<file path="config.mk">
export PLATFORM = sky130hd
export DESIGN_NAME = alsa_sample_fetch
export DESIGN_NICKNAME = d
export VERILOG_FILES = /design/src/rtl/alsa_sample_fetch.sv
export SDC_FILE = /design/constraint.sdc
export NUM_CORES = 1
export LEC_CHECK = 0
export BUFFER_PORTS_ARGS = -buffer_cell sky130_fd_sc_hd__buf_2
export CAP_MARGIN = 20
export CORE_UTILIZATION = 45
export CTS_BUF_LIST = sky130_fd_sc_hd__clkbuf_8
export CTS_CLUSTER_DIAMETER = 60
export DETAILED_ROUTE_END_ITERATION = 8
export GPL_ROUTABILITY_DRIVEN = 0
export GPL_TIMING_DRIVEN = 0
export SLEW_MARGIN = 25
export SYNTH_ARGS = -nofsm -noshare
export SYNTH_HDL_FRONTEND = slang
export SYNTH_SLANG_ARGS = --single-unit
export TNS_END_PERCENT = 30
</file>
<file path="constraint.sdc">
create_clock -name clk -period 6.88 [get_ports clk]
set_clock_uncertainty 0.2 [all_clocks]
set_input_delay 1.032 -clock clk [delete_from_list [all_inputs] [get_ports clk]]
set_output_delay 1.032 -clock clk [all_outputs]
set_load 0.05 [all_outputs]
</file>
<file path="src/rtl/alsa_sample_fetch.sv">
// alsa_sample_fetch: pulls interleaved 16-bit stereo words from the ALSA DDR
// ring buffer (one outstanding read), queues them in a small FIFO and hands one
// left/right pair to the mixer per sample_ce strobe.
// Optional build macro: ALSA_UNDERRUN_CNT_EN adds a saturating underrun counter
// output (underrun_cnt). Without it the port and counter are absent.
module alsa_sample_fetch #(
  parameter int unsigned ADDR_W    = 29,
  parameter int unsigned PTR_W     = 16,
  parameter int unsigned FIFO_LOG2 = 3
) (
  input  logic              clk,
  input  logic              reset,
  input  logic              enable,
  input  logic              sample_ce,
  input  logic [ADDR_W-1:0] buf_base,
  input  logic [PTR_W-1:0]  buf_len,
  input  logic [PTR_W-1:0]  wr_ptr,
  output logic [PTR_W-1:0]  rd_ptr,
  output logic              mem_req,
  output logic [ADDR_W-1:0] mem_addr,
  input  logic              mem_ack,
  input  logic [31:0]       mem_rdata,
  output logic [15:0]       alsa_l,
  output logic [15:0]       alsa_r,
  output logic              underrun
`ifdef ALSA_UNDERRUN_CNT_EN
  ,
  output logic [15:0]       underrun_cnt
`endif
);

  localparam int unsigned DEPTH = 2 ** FIFO_LOG2;

  typedef enum logic [1:0] {
    IDLE,
    REQ,
    FLUSH
  } state_t;

  state_t state, state_nxt;

  // armed: enable has been seen high since the last flush, so a falling enable
  // in IDLE triggers exactly one FLUSH rather than flushing every idle cycle.
  logic armed;
  // abort: enable dropped at some point during the current REQ; the pending
  // read still completes but its data is thrown away.
  logic abort;

  logic [31:0]          fifo_mem [DEPTH];
  logic [FIFO_LOG2-1:0] fifo_wr_idx;
  logic [FIFO_LOG2-1:0] fifo_rd_idx;
  logic [FIFO_LOG2:0]   fifo_count;

  logic              fifo_full;
  logic              fifo_empty;
  logic              ring_empty;
  logic              fetch_ok;
  logic              push;
  logic              pop;
  logic              underrun_nxt;
  logic [PTR_W-1:0]  last_idx;
  logic [PTR_W-1:0]  rd_ptr_inc;
  logic [ADDR_W-1:0] addr_calc;

  // Datapath decode: FIFO status, ring status, pointer advance and address.
  always_comb begin
    fifo_full    = fifo_count[FIFO_LOG2];
    fifo_empty   = (fifo_count == '0);
    ring_empty   = (rd_ptr == wr_ptr);
    last_idx     = buf_len - PTR_W'(1);
    // >= rather than == so a ring shrunk below rd_ptr wraps on the next advance
    rd_ptr_inc   = (rd_ptr >= last_idx) ? '0 : rd_ptr + PTR_W'(1);
    addr_calc    = buf_base + ADDR_W'({rd_ptr, 2'b00});
    fetch_ok     = enable && (buf_len != '0) && !ring_empty && !fifo_full;
    push         = (state == REQ) && mem_ack && enable && !abort;
    // a FIFO being flushed is treated as empty by the output side
    pop          = sample_ce && enable && !fifo_empty && (state != FLUSH);
    underrun_nxt = sample_ce && enable && (fifo_empty || (state == FLUSH));
  end

  // FSM next-state and request output.
  always_comb begin
    state_nxt = state;
    mem_req   = 1'b0;
    case (state)
      IDLE: begin
        if (!enable && armed) begin
          state_nxt = FLUSH;
        end else if (fetch_ok) begin
          state_nxt = REQ;
        end
      end
      REQ: begin
        mem_req = 1'b1;
        if (mem_ack) begin
          state_nxt = (abort || !enable) ? FLUSH : IDLE;
        end
      end
      FLUSH: begin
        state_nxt = IDLE;
      end
      default: begin
        state_nxt = IDLE;
      end
    endcase
  end

  // FSM state register.
  always_ff @(posedge clk) begin
    if (reset) begin
      state <= IDLE;
    end else begin
      state <= state_nxt;
    end
  end

  // Control registers: flush arming, abort tracking, request address, ring pointer.
  always_ff @(posedge clk) begin
    if (reset) begin
      armed    <= 1'b0;
      abort    <= 1'b0;
      mem_addr <= '0;
      rd_ptr   <= '0;
    end else begin
      if (state == FLUSH) begin
        armed <= enable;
      end else if (enable) begin
        armed <= 1'b1;
      end

      if (state != REQ) begin
        abort <= 1'b0;
      end else if (!enable) begin
        abort <= 1'b1;
      end

      if ((state == IDLE) && (state_nxt == REQ)) begin
        mem_addr <= addr_calc;
      end

      if (state == FLUSH) begin
        rd_ptr <= wr_ptr;
      end else if (push) begin
        rd_ptr <= rd_ptr_inc;
      end
    end
  end

  // FIFO storage; no reset so it can map onto distributed RAM.
  always_ff @(posedge clk) begin
    if (push) begin
      fifo_mem[fifo_wr_idx] <= mem_rdata;
    end
  end

  // FIFO indices and occupancy; FLUSH empties it in one cycle.
  always_ff @(posedge clk) begin
    if (reset || (state == FLUSH)) begin
      fifo_wr_idx <= '0;
      fifo_rd_idx <= '0;
      fifo_count  <= '0;
    end else begin
      if (push) begin
        fifo_wr_idx <= fifo_wr_idx + FIFO_LOG2'(1);
      end
      if (pop) begin
        fifo_rd_idx <= fifo_rd_idx + FIFO_LOG2'(1);
      end
      case ({push, pop})
        2'b10:   fifo_count <= fifo_count + (FIFO_LOG2 + 1)'(1);
        2'b01:   fifo_count <= fifo_count - (FIFO_LOG2 + 1)'(1);
        default: fifo_count <= fifo_count;
      endcase
    end
  end

  // Sample output: load a pair on sample_ce (or zeros if none available), pulse underrun.
  always_ff @(posedge clk) begin
    if (reset) begin
      alsa_l   <= '0;
      alsa_r   <= '0;
      underrun <= 1'b0;
    end else begin
      underrun <= underrun_nxt;
      if (sample_ce) begin
        if (pop) begin
          alsa_l <= fifo_mem[fifo_rd_idx][15:0];
          alsa_r <= fifo_mem[fifo_rd_idx][31:16];
        end else begin
          alsa_l <= '0;
          alsa_r <= '0;
        end
      end
    end
  end

`ifdef ALSA_UNDERRUN_CNT_EN
  // Saturating underrun counter, cleared when a flush begins.
  always_ff @(posedge clk) begin
    if (reset) begin
      underrun_cnt <= '0;
    end else if ((state != FLUSH) && (state_nxt == FLUSH)) begin
      underrun_cnt <= '0;
    end else if (underrun_nxt && (underrun_cnt != '1)) begin
      underrun_cnt <= underrun_cnt + 16'd1;
    end
  end
`endif

endmodule

</file>
==> impl_results.md, run 1 <==
- Power Total: 4.36 mW
- Finished Layout Cells: 1873
- GRT busiest layer: met2
- Syn Area/Cell: 14.1 um^2
- Worst hold margin: 256 ps
- Worst slack at placement: 1900 ps
- Cts hold-fix bufs: 0
- GRT met2 Usage: 0.357
- Port bufs: 173
- Area post-placement: 0.0173 mm^2
- Max-cap violation count: 0
- CP arrival: 4700 ps
- Syn nets: 1240
- Root Driver: clkbuf_8
- Worst-path cell chain: buf_2 > or3_4 > nor3_1 > nand2b_1 > or3_1 > nor4_1 > xnor2_1 > ha_1 > a21o_1 > a21o_1 > a2111oi_4 > o21ai_1 > clkbuf_1 > o22ai_1
- Register area share after synthesis: 0.619
- Setup_tns: 0 ps
- Final #Nets: 1515
- Reg2reg setup slack: 3300 ps
- Area Overhead vs Synth: 18.6%
- Share of cells above drive strength 1: 0.290
- Final setup vio count: 0
- Slack of the critical path: 2490 ps
- Cts repair resizes: 0
- Die height: 187 um
- Post-synthesis instance total: 1101
- Worst R2R Path Depth: 11
- Clock buffer depth: 3
- CP endpoint kind: flip-flop
- R2r endpoint: fifo_count[3]
- DR iter-0 viols: 684
- First-pass GRT wire length: 59.0 mm
- Post-Synthesis Cell Area: 0.0155 mm^2
- DR WL/cell: 20.5 um
- Layout fillers: 2929
- Tcrit/Tclk final: 0.637
- Setup crit end: rd_ptr[1]
- Detailed placement HPWL: 27.2 mm
- Pin count of the biggest net entering global routing: 19
- Power per cell area: 238 mW/mm^2
- F_max: 228 MHz
- Reg clk slew, reported paths: 60 ps
- DR vias: 10231
- Top cells by area, synth: edfxtp_1 50%, dfxtp_1 12%, mux4_2 9.3%, ha_1 3.2%, a21oi_1 2.6%
- Top Ports: 177
- Max IR drop VDD: 0.000185 V
- Distinct cell type count after synthesis: 64
- Synth top area share: 0.497
- DRC Markers: 0
- Later-pin clock latency in the skew report: 610 ps
- TritonRoute pass-1 iters: 5
- Worst min path class: reg -> reg
- CP dominant cell by count: a21o_1
- Slowest-stage cell, CP: a2111oi_4
- Period minus WS final: 4390 ps
- Post-Place Cells: 1766
- Total congestion overflow: 0
- Top FF cell, synth: edfxtp_1
- Starting Density: 0.459
- Clock Sinks: 351
- WL final: 38.4 mm
- Synth area leader: edfxtp_1
- Final Slew Violations: 0
- CTS tree: done
- Synthesis-stage register bit count: 351
- Initial antenna violation count: 5
- DR vias/cell: 5.46
- Leakage Power: 6.78 nW
- Overall routing resource usage: 0.220
- Worst Path Max Fanout: 10
- Ys async rst share: 0
- Slowest Stage Delay on Critical Path: 510 ps
- CTS buffer count: 56
- Layout Utilization: 0.545
- CP Class: in -> reg
- GR Layer Usage met1: 0.301
- Die Width: 187 um
- Status: finished, final reports clean
- Crit path from: buf_len[3]
- Worst Path Required: 7200 ps
- Worst Max-Slew Pin Slew: 920 ps
- Startpoint Class: input port
- Most frequent cell after synthesis: edfxtp_1
- Setup Buffers After CTS: 0
- RSZ-0062 raised after global routing: false
- Core ar.: 0.0337 mm^2
- Slew HR: 0.387
- Top cells by count, synth: 256 x edfxtp_1, 95 x dfxtp_1, 81 x a21oi_1
- H-tree Lvls: 2
- Hold Vio Cnt, Final: 0
- Met3 usage: 0.0477
- EDFF count, synth: 256
- Row count: 67
- YS warnings: 0
- Die area: 0.0351 mm^2
- Final instance area: 0.0184 mm^2
- Post-route ant nets: 0
- Reg2reg start: state[0]
- Vias in the first global route: 10077
[worst max-delay path: cells and delay by family]
kind,cells,cell delay (ps)
adders and majority gates,1,260
and+or+nand+nor,5,1490
AOI/OAI and AO/OA,5,1330
buffers and inverters,2,420
xor gates and xnor gates,1,170
[logic make-up after synthesis]
kind of cell               share of synthesized area
AOI/OAI and AO/OA                             0.0802
xor gates and xnor gates                      0.0311
adders and majority gates                     0.0341
buffers and inverters                         0.0222
DFF                                            0.619
muxes                                          0.118
and+or+nand+nor                               0.0946
[area by class of cell]
cell class | instances | area (um^2) | share of cell area
flip-flops and latches | 351 | 9590 | 0.522
multi-input cells | 675 | 5600 | 0.305
repair buffers | 217 | 1200 | 0.0653
clock buffers | 62 | 853 | 0.0465
well taps | 448 | 561 | 0.0305
plain buffers | 57 | 277 | 0.0151
clock inverters | 43 | 210 | 0.0114
inverters | 18 | 67.6 | 0.00368
diodes | 2 | 5.00 | 0.000273
[cells in the final DEF, fill, tap and decap left out, types with 19 or more instances in the layout]
| master | n |
|---|---|
| edfxtp_1 | 256 |
| clkbuf_1 | 38 |
| nand3_1 | 25 |
| buf_2 | 199 |
| and3_1 | 24 |
| nand2_1 | 57 |
| inv_1 | 37 |
| mux4_2 | 64 |
| dfxtp_1 | 95 |
| a21oi_1 | 81 |
| mux2_2 | 32 |
| nor2b_1 | 44 |
| xnor2_1 | 37 |
| ha_1 | 39 |
| nor2_1 | 77 |
| o21ai_0 | 19 |
| clkbuf_8 | 62 |
[per-layer routing]
layer	part of all wire	vias to the layer above
li1	-	4801
met1	0.45	5048
met2	0.47	321
met3	0.064	55
met4	0.015	6
met5	0.0011	-
[flip-flops by register name, summed over array words and instances, names as in the netlist, named ones only]
name,flops
mem_addr,29
fifo_rd_idx,3
alsa_l,16
abort,1
fifo_count,4
rd_ptr,16
armed,1
state,2
fifo_wr_idx,3
fifo_mem,256
underrun,1
alsa_r,16
[worst min-delay path by stage]
stage                      startpoint          end  slack (ps)  cells past startpoint
after floorplan                 armed        armed         250                      2
after CTS                 mem_addr[1]  mem_addr[1]         250                      2
after global placement    mem_addr[5]  mem_addr[5]         240                      2
after global routing      mem_addr[1]  mem_addr[1]         280                      2
after detailed placement  mem_addr[1]  mem_addr[1]         250                      2
final                     mem_addr[1]  mem_addr[1]         260                      2
[power by group]
group	internal (mW)	leakage, nW	switching (mW)
logic	0.118	3.09	0.239
clock network	0.866	0.617	0.823
registers	2.29	3.07	0.0231
Power figures use the tool's default switching activity.
==> run 2: changes to the inputs <==
Settings changed: PLACE_DENSITY set to 0.67.
Clock period 6.88 ns to 3.98 ns, I/O delays scaled along.
==> run 2 against run 1 <==
  * Register-to-register slack got worse by 3000 ps
  * Hold slack got worse by 210 ps
  * Cell area grew 0.67%
  * Clock power rose by 85%
  * Combinational power rose by 73%
  * Die area is the same
  * Sequential power up 72%
  * Core utilization increased by 0.37 points
  * Critical endpoint unchanged
==> impl_results.md, run 2 (synthesis results as in run 1) <==
- Slew HR: 0.359 (was 0.387)
- WL final: 37.7 mm (was 38.4 mm)
- Die Width: 187 um (unchanged)
- Vias in the first global route: 10256 (was 10077)
- DRC Markers: 0 (unchanged)
- Final Slew Violations: 0 (unchanged)
- Worst Path Max Fanout: 10 (unchanged)
- Overall routing resource usage: 0.217 (was 0.220)
- Later-pin clock latency in the skew report: 620 ps (was 610 ps)
- Final instance area: 0.0185 mm^2 (was 0.0184 mm^2)
- Clock Sinks: 351 (unchanged)
- DR iter-0 viols: 735 (was 684)
- Worst min path class: in -> reg (was reg -> reg)
- Clock buffer depth: 3 (unchanged)
- Total congestion overflow: 0 (unchanged)
- Startpoint Class: input port (unchanged)
- CP arrival: 4140 ps (was 4700 ps)
- Area Overhead vs Synth: 19.4% (was 18.6%)
- Leakage Power: 6.78 nW (about the same)
- H-tree Lvls: 2 (unchanged)
- CP Class: in -> reg (unchanged)
- RSZ-0062 raised after global routing: false (unchanged)
- Area post-placement: 0.0173 mm^2 (about the same)
- Tcrit/Tclk final: 0.956
- Hold depth: 1 (was 2)
- Slack of the critical path: 175 ps (was 2490 ps)
- Worst-path cell chain: buf_2 > or3_4 > nor3_2 > nand2b_1 > or3_1 > nor4_1 > xnor2_1 > ha_1 > a21o_1 > a21o_1 > a2111oi_4 > o21ai_1 > clkbuf_1 > o22ai_1 (was buf_2 > or3_4 > nor3_1 > nand2b_1 > or3_1 > nor4_1 > xnor2_1 > ha_1 > a21o_1 > a21o_1 > a2111oi_4 > o21ai_1 > clkbuf_1 > o22ai_1)
- Post-route ant nets: 0 (unchanged)
- Worst Max-Slew Pin Slew: 953 ps (was 920 ps)
- CTS tree: done (unchanged)
- Top Ports: 177 (unchanged)
- Final #Nets: 1501 (was 1515)
- Top delay family on crit path: simple AND/OR/NAND/NOR gates (unchanged)
- Core ar.: 0.0337 mm^2 (unchanged)
- DR vias/cell: 5.52 (was 5.46)
- Worst slack at placement: -546 ps (was 1900 ps)
- CTS buffer count: 55 (was 56)
- Power per cell area: 419 mW/mm^2 (was 238 mW/mm^2)
- Regs by FF count: fifo_mem x256, mem_addr x29 (unchanged)
- Reg2reg start: state[0] (unchanged)
- CP dominant cell by count: a21o_1 (unchanged)
- DR vias: 10276 (was 10231)
- DR WL/cell: 20.3 um (was 20.5 um)
- Share of cells above drive strength 1: 0.292 (was 0.290)
- Slowest Stage Delay on Critical Path: 510 ps (about the same)
- Worst Path Required: 4310 ps (was 7200 ps)
- Setup Buffers After CTS: 0 (unchanged)
- Largest Register: fifo_mem (unchanged)
- Die area: 0.0351 mm^2 (unchanged)
- TritonRoute pass-1 iters: 5 (unchanged)
- Die height: 187 um (unchanged)
- Row count: 67 (unchanged)
- Max-cap violation count: 0 (unchanged)
- Initial antenna violation count: 4 (was 5)
- Reg2reg setup slack: 320 ps (was 3300 ps)
- Detailed placement HPWL: 26.7 mm (was 27.2 mm)
- Pin count of the biggest net entering global routing: 20 (was 19)
- CP endpoint kind: flip-flop (unchanged)
- Most common cell after layout, fill and taps aside: edfxtp_1 (unchanged)
- Final setup vio count: 0 (unchanged)
- Hold Vio Cnt, Final: 0 (unchanged)
- Starting Density: 0.459 (unchanged)
- Commonest cells after routing, fill and taps aside: 256 x edfxtp_1, 182 x buf_2, 95 x dfxtp_1 (was 256 x edfxtp_1, 199 x buf_2, 95 x dfxtp_1)
- Root Driver: clkbuf_8 (unchanged)
- WHS Endpoint: fifo_mem[1][1] (was mem_addr[1])
- F_max: 263 MHz
- R2r endpoint: fifo_count[3] (unchanged)
- Worst hold margin: 43.3 ps (was 256 ps)
- Max reg flops: 256 (unchanged)
- Critical path buffer and inverter count: 2 (unchanged)
- Max IR drop VDD: 0.000342 V (was 0.000185 V)
- First-pass GRT wire length: 58.5 mm (was 59.0 mm)
- Period minus WS final: 3800 ps
- Status: finished, final reports clean (unchanged)
- Port bufs: 173 (unchanged)
- Worst Hold Launch: mem_rdata[1] (was mem_addr[1])
- Reg clk slew, reported paths: 70 ps (was 60 ps)
- Worst R2R Path Depth: 11 (unchanged)
- Slowest-stage cell, CP: a2111oi_4 (unchanged)
## run 2: cell types whose count changed in the layout (fill, tap and decap cells not counted), moves of 2 or more
cell      before  now
inv_1         37   39
buf_4         18   15
nor4b_2        2    0
buf_2        199  182
buf_6         11   16
clkinv_1      16    2
nor4b_4        0    2
clkbuf_8      62   69
## run 2: worst max-delay path by stage
stage | to | from | slack (ps) | depth (start not counted)
after floorplan | fifo_mem[5][0] | state[0] | -820 | 5
after global placement | fifo_mem[5][25] | enable | -2840 | 6
after detailed placement | rd_ptr[1] | buf_len[3] | -550 | 14
after CTS | rd_ptr[1] | buf_len[3] | 130 | 14
after global routing | rd_ptr[1] | buf_len[3] | 20 | 14
final | rd_ptr[1] | buf_len[3] | 180 | 14
## run 2: through the flow
stage	total power, mW	TNS (ps)	cells	util
CTS	7.82	0	1857	0.548
floorplan	4.46	-115070	1101	-
finish	7.75	0	1860	0.549
global placement	4.68	-522650	1722	0.502
detailed placement	4.69	-5890	1752	0.513
global route	8.03	0	1857	0.548
## run 2: where the power goes
group | internal [mW] | switching, mW | total (mW)
Clock | 1.70 | 1.43 | 3.13
Combinational | 0.205 | 0.413 | 0.618
Sequential | 3.96 | 0.0404 | 4.00
Total | 5.87 | 1.88 | 7.75
## run 2: per-layer routing
metal  vias up  track usage  wire [um]
met5         -            0         13
met4         2       0.0650        847
met3        71       0.0488       2760
met2       396        0.354      17700
met1      5022        0.290      16400
li1       4785            -          -
## run 2: area by class of cell
cell class / instances / area [um^2]
Antenna cell: 3 / 7.51
Buffer: 57 / 277
Clock buffer: 69 / 950
Clock inverter: 35 / 224
Fill cell: 2829 / 15200
Inverter: 18 / 67.6
Multi-Input combinational cell: 675 / 5640
Sequential cell: 351 / 9590
Tap cell: 448 / 561
Timing Repair Buffer: 204 / 1170
## run 2: what timing repair did
item,CTS,global route
hold endpoints to repair,1,0
endpoints found under the setup margin,0,10
resized for setup,0,1
hold buffers,1,0
==> run 3: changes to the inputs <==
Settings changed: GPL_TIMING_DRIVEN 0 to 1.
==> run 3 against run 2 <==
  * Setup slack improved by 400 ps
  * Die area unchanged
  * First-iteration DRC count increased by 1.8%
  * Routed wire length decreased by 4.6%
  * Sequential share of layout area increased by 0.88 points
  * Count of clock-buffer cells in the layout increased by 1
  * Via count decreased by 2.9%
  * Core utilization decreased by 0.88 points
  * Register-to-register slack improved by 370 ps
  * Final cell count decreased by 2.8%
  * Sequential power about the same
==> impl_results.md, run 3 (synthesis results as in run 1) <==
- Status: finished, final reports clean (unchanged)
- Clock buffer depth: 3 (unchanged)
- DR WL/cell: 19.9 um (was 20.3 um)
- Setup_tns: 0 ps (unchanged)
- Leakage Power: 6.62 nW (was 6.78 nW)
- Max IR drop VDD: 0.000302 V (was 0.000342 V)
- Final setup vio count: 0 (unchanged)
- RSZ-0062 raised after global routing: false (unchanged)
- Area post-placement: 0.0170 mm^2 (was 0.0173 mm^2)
- Setup crit end: rd_ptr[0] (was rd_ptr[1])
- Commonest cells after routing, fill and taps aside: 256 x edfxtp_1, 176 x buf_2, 93 x dfxtp_1 (was 256 x edfxtp_1, 182 x buf_2, 95 x dfxtp_1)
- Cts hold-fix bufs: 0 (was 1)
- Startpoint Class: input port (unchanged)
- Final #Nets: 1450 (was 1501)
- Crit path from: buf_len[3] (unchanged)
- Share of cells above drive strength 1: 0.297 (was 0.292)
- CP arrival: 3710 ps (was 4140 ps)
- Starting Density: 0.459 (unchanged)
- First-pass GRT wire length: 55.3 mm (was 58.5 mm)
- Initial antenna violation count: 5 (was 4)
- Max reg flops: 256 (unchanged)
- CTS tree: done (unchanged)
- Final Slew Violations: 0 (unchanged)
- Power Total: 7.64 mW (was 7.75 mW)
- Port bufs: 176 (was 173)
- Root Driver: clkbuf_8 (unchanged)
- Die height: 187 um (unchanged)
- Slew HR: 0.297 (was 0.359)
- Worst min path class: in -> reg (unchanged)
- CTS buffer count: 55 (unchanged)
- DRC Markers: 0 (unchanged)
- Worst Max-Slew Pin Slew: 1050 ps (was 953 ps)
- Die Width: 187 um (unchanged)
- Final instance area: 0.0182 mm^2 (was 0.0185 mm^2)
- Overall routing resource usage: 0.203 (was 0.217)
- Tcrit/Tclk final: 0.857 (was 0.956)
- WL final: 36.0 mm (was 37.7 mm)
- Setup Buffers After CTS: 0 (unchanged)
- F_max: 293 MHz (was 263 MHz)
- Worst Path Max Fanout: 11 (was 10)
- CP endpoint kind: flip-flop (unchanged)
- Post-route ant nets: 0 (unchanged)
- Largest Register: fifo_mem (unchanged)
- Max-cap violation count: 0 (unchanged)
- Period minus WS final: 3410 ps (was 3800 ps)
- Reg2reg setup slack: 690 ps (was 320 ps)
- Hold Vio Cnt, Final: 0 (unchanged)
- H-tree Lvls: 2 (unchanged)
- DR iter-0 viols: 748 (was 735)
- Regs by FF count: fifo_mem x256, mem_addr x29 (unchanged)
- Top Ports: 177 (unchanged)
- Worst R2R Path Depth: 9 (was 11)
- R2r endpoint: mem_addr[26] (was fifo_count[3])
- Slack of the critical path: 571 ps (was 175 ps)
- Reg2reg start: rd_ptr[0] (was state[0])
- Most common cell after layout, fill and taps aside: edfxtp_1 (unchanged)
- Core ar.: 0.0337 mm^2 (unchanged)
- Total congestion overflow: 0 (unchanged)
- Worst hold margin: 61.6 ps (was 43.3 ps)
- Clock Sinks: 351 (unchanged)
- Worst slack at placement: -24.4 ps (was -546 ps)
- Die area: 0.0351 mm^2 (unchanged)
- Area Overhead vs Synth: 17.5% (was 19.4%)
- DR vias/cell: 5.52 (about the same)
- CP Class: in -> reg (unchanged)
- DR vias: 9975 (was 10276)
- Row count: 67 (unchanged)
- Later-pin clock latency in the skew report: 590 ps (was 620 ps)
- Reg clk slew, reported paths: 60 ps (was 70 ps)
- Worst Path Required: 4280 ps (was 4310 ps)
- Vias in the first global route: 9848 (was 10256)
- Cts repair resizes: 0 (unchanged)
- TritonRoute pass-1 iters: 4 (was 5)
- Pin count of the biggest net entering global routing: 76 (was 20)
- Detailed placement HPWL: 22.2 mm (was 26.7 mm)
- Power per cell area: 420 mW/mm^2 (was 419 mW/mm^2)
run 3: cell count changes in the layout (fill, tap and decap cells not counted), moves of 6 or more:
cell / before / now
clkbuf_1: 38 / 0
inv_1: 39 / 32
clkinv_1: 2 / 10
buf_2: 182 / 176
buf_6: 16 / 0
buf_4: 15 / 31
run 3: stage by stage:
stage | instances | utilization
2_1_floorplan | 1101 | -
3_3_place_gp | 1702 | 0.505
3_5_place_dp | 1702 | 0.505
4_1_cts | 1804 | 0.539
5_1_grt | 1804 | 0.539
6_report | 1808 | 0.540
run 3: area by class of cell:
class                   count  area, um^2
well taps                 448         561
diodes                      4        10.0
repair buffers            210        1170
flip-flops and latches    351        9590
inverters                  18        67.6
clock buffers              70         963
clock inverters            32         184
fillers                  2831       15500
multi-input cells         675        5630
run 3: routing by layer:
layer / vias up / share of wire / track usage
met2: 335 / 0.48 / 0.332
met4: 2 / 0.014 / 0.0482
met1: 4930 / 0.44 / 0.276
li1: 4662 / - / -
met3: 46 / 0.068 / 0.0450
met5: - / 0.00036 / 0
run 3: power by group:
group | total [mW] | internal, mW | switching [mW] | leakage (nW)
Clock | 3.04 | 1.65 | 1.39 | 0.642
Combinational | 0.596 | 0.200 | 0.396 | 2.90
Sequential | 4.01 | 3.96 | 0.0415 | 3.08
run 3: worst min path at each step:
stage	start	endpoint	slack (ps)	depth (start not counted)
final	buf_base[0]	mem_addr[0]	60	3
after global routing	buf_base[0]	mem_addr[0]	50	3
after CTS	mem_rdata[29]	fifo_mem[3][29]	20	1
after detailed placement	mem_addr[2]	mem_addr[2]	240	2
after global placement	mem_addr[1]	mem_addr[1]	240	2
after floorplan	armed	armed	250	2
run 3: worst max-delay path: stages:
cell	delay (ps)
buf_2	110
or3_4	380
nor3_1	220
nand2b_1	130
or3_1	410
nor4_1	240
xnor2_1	160
ha_1	260
a21o_1	180
a21o_1	200
a2111oi_4	360
o21ai_1	110
buf_4	200
o22ai_1	150
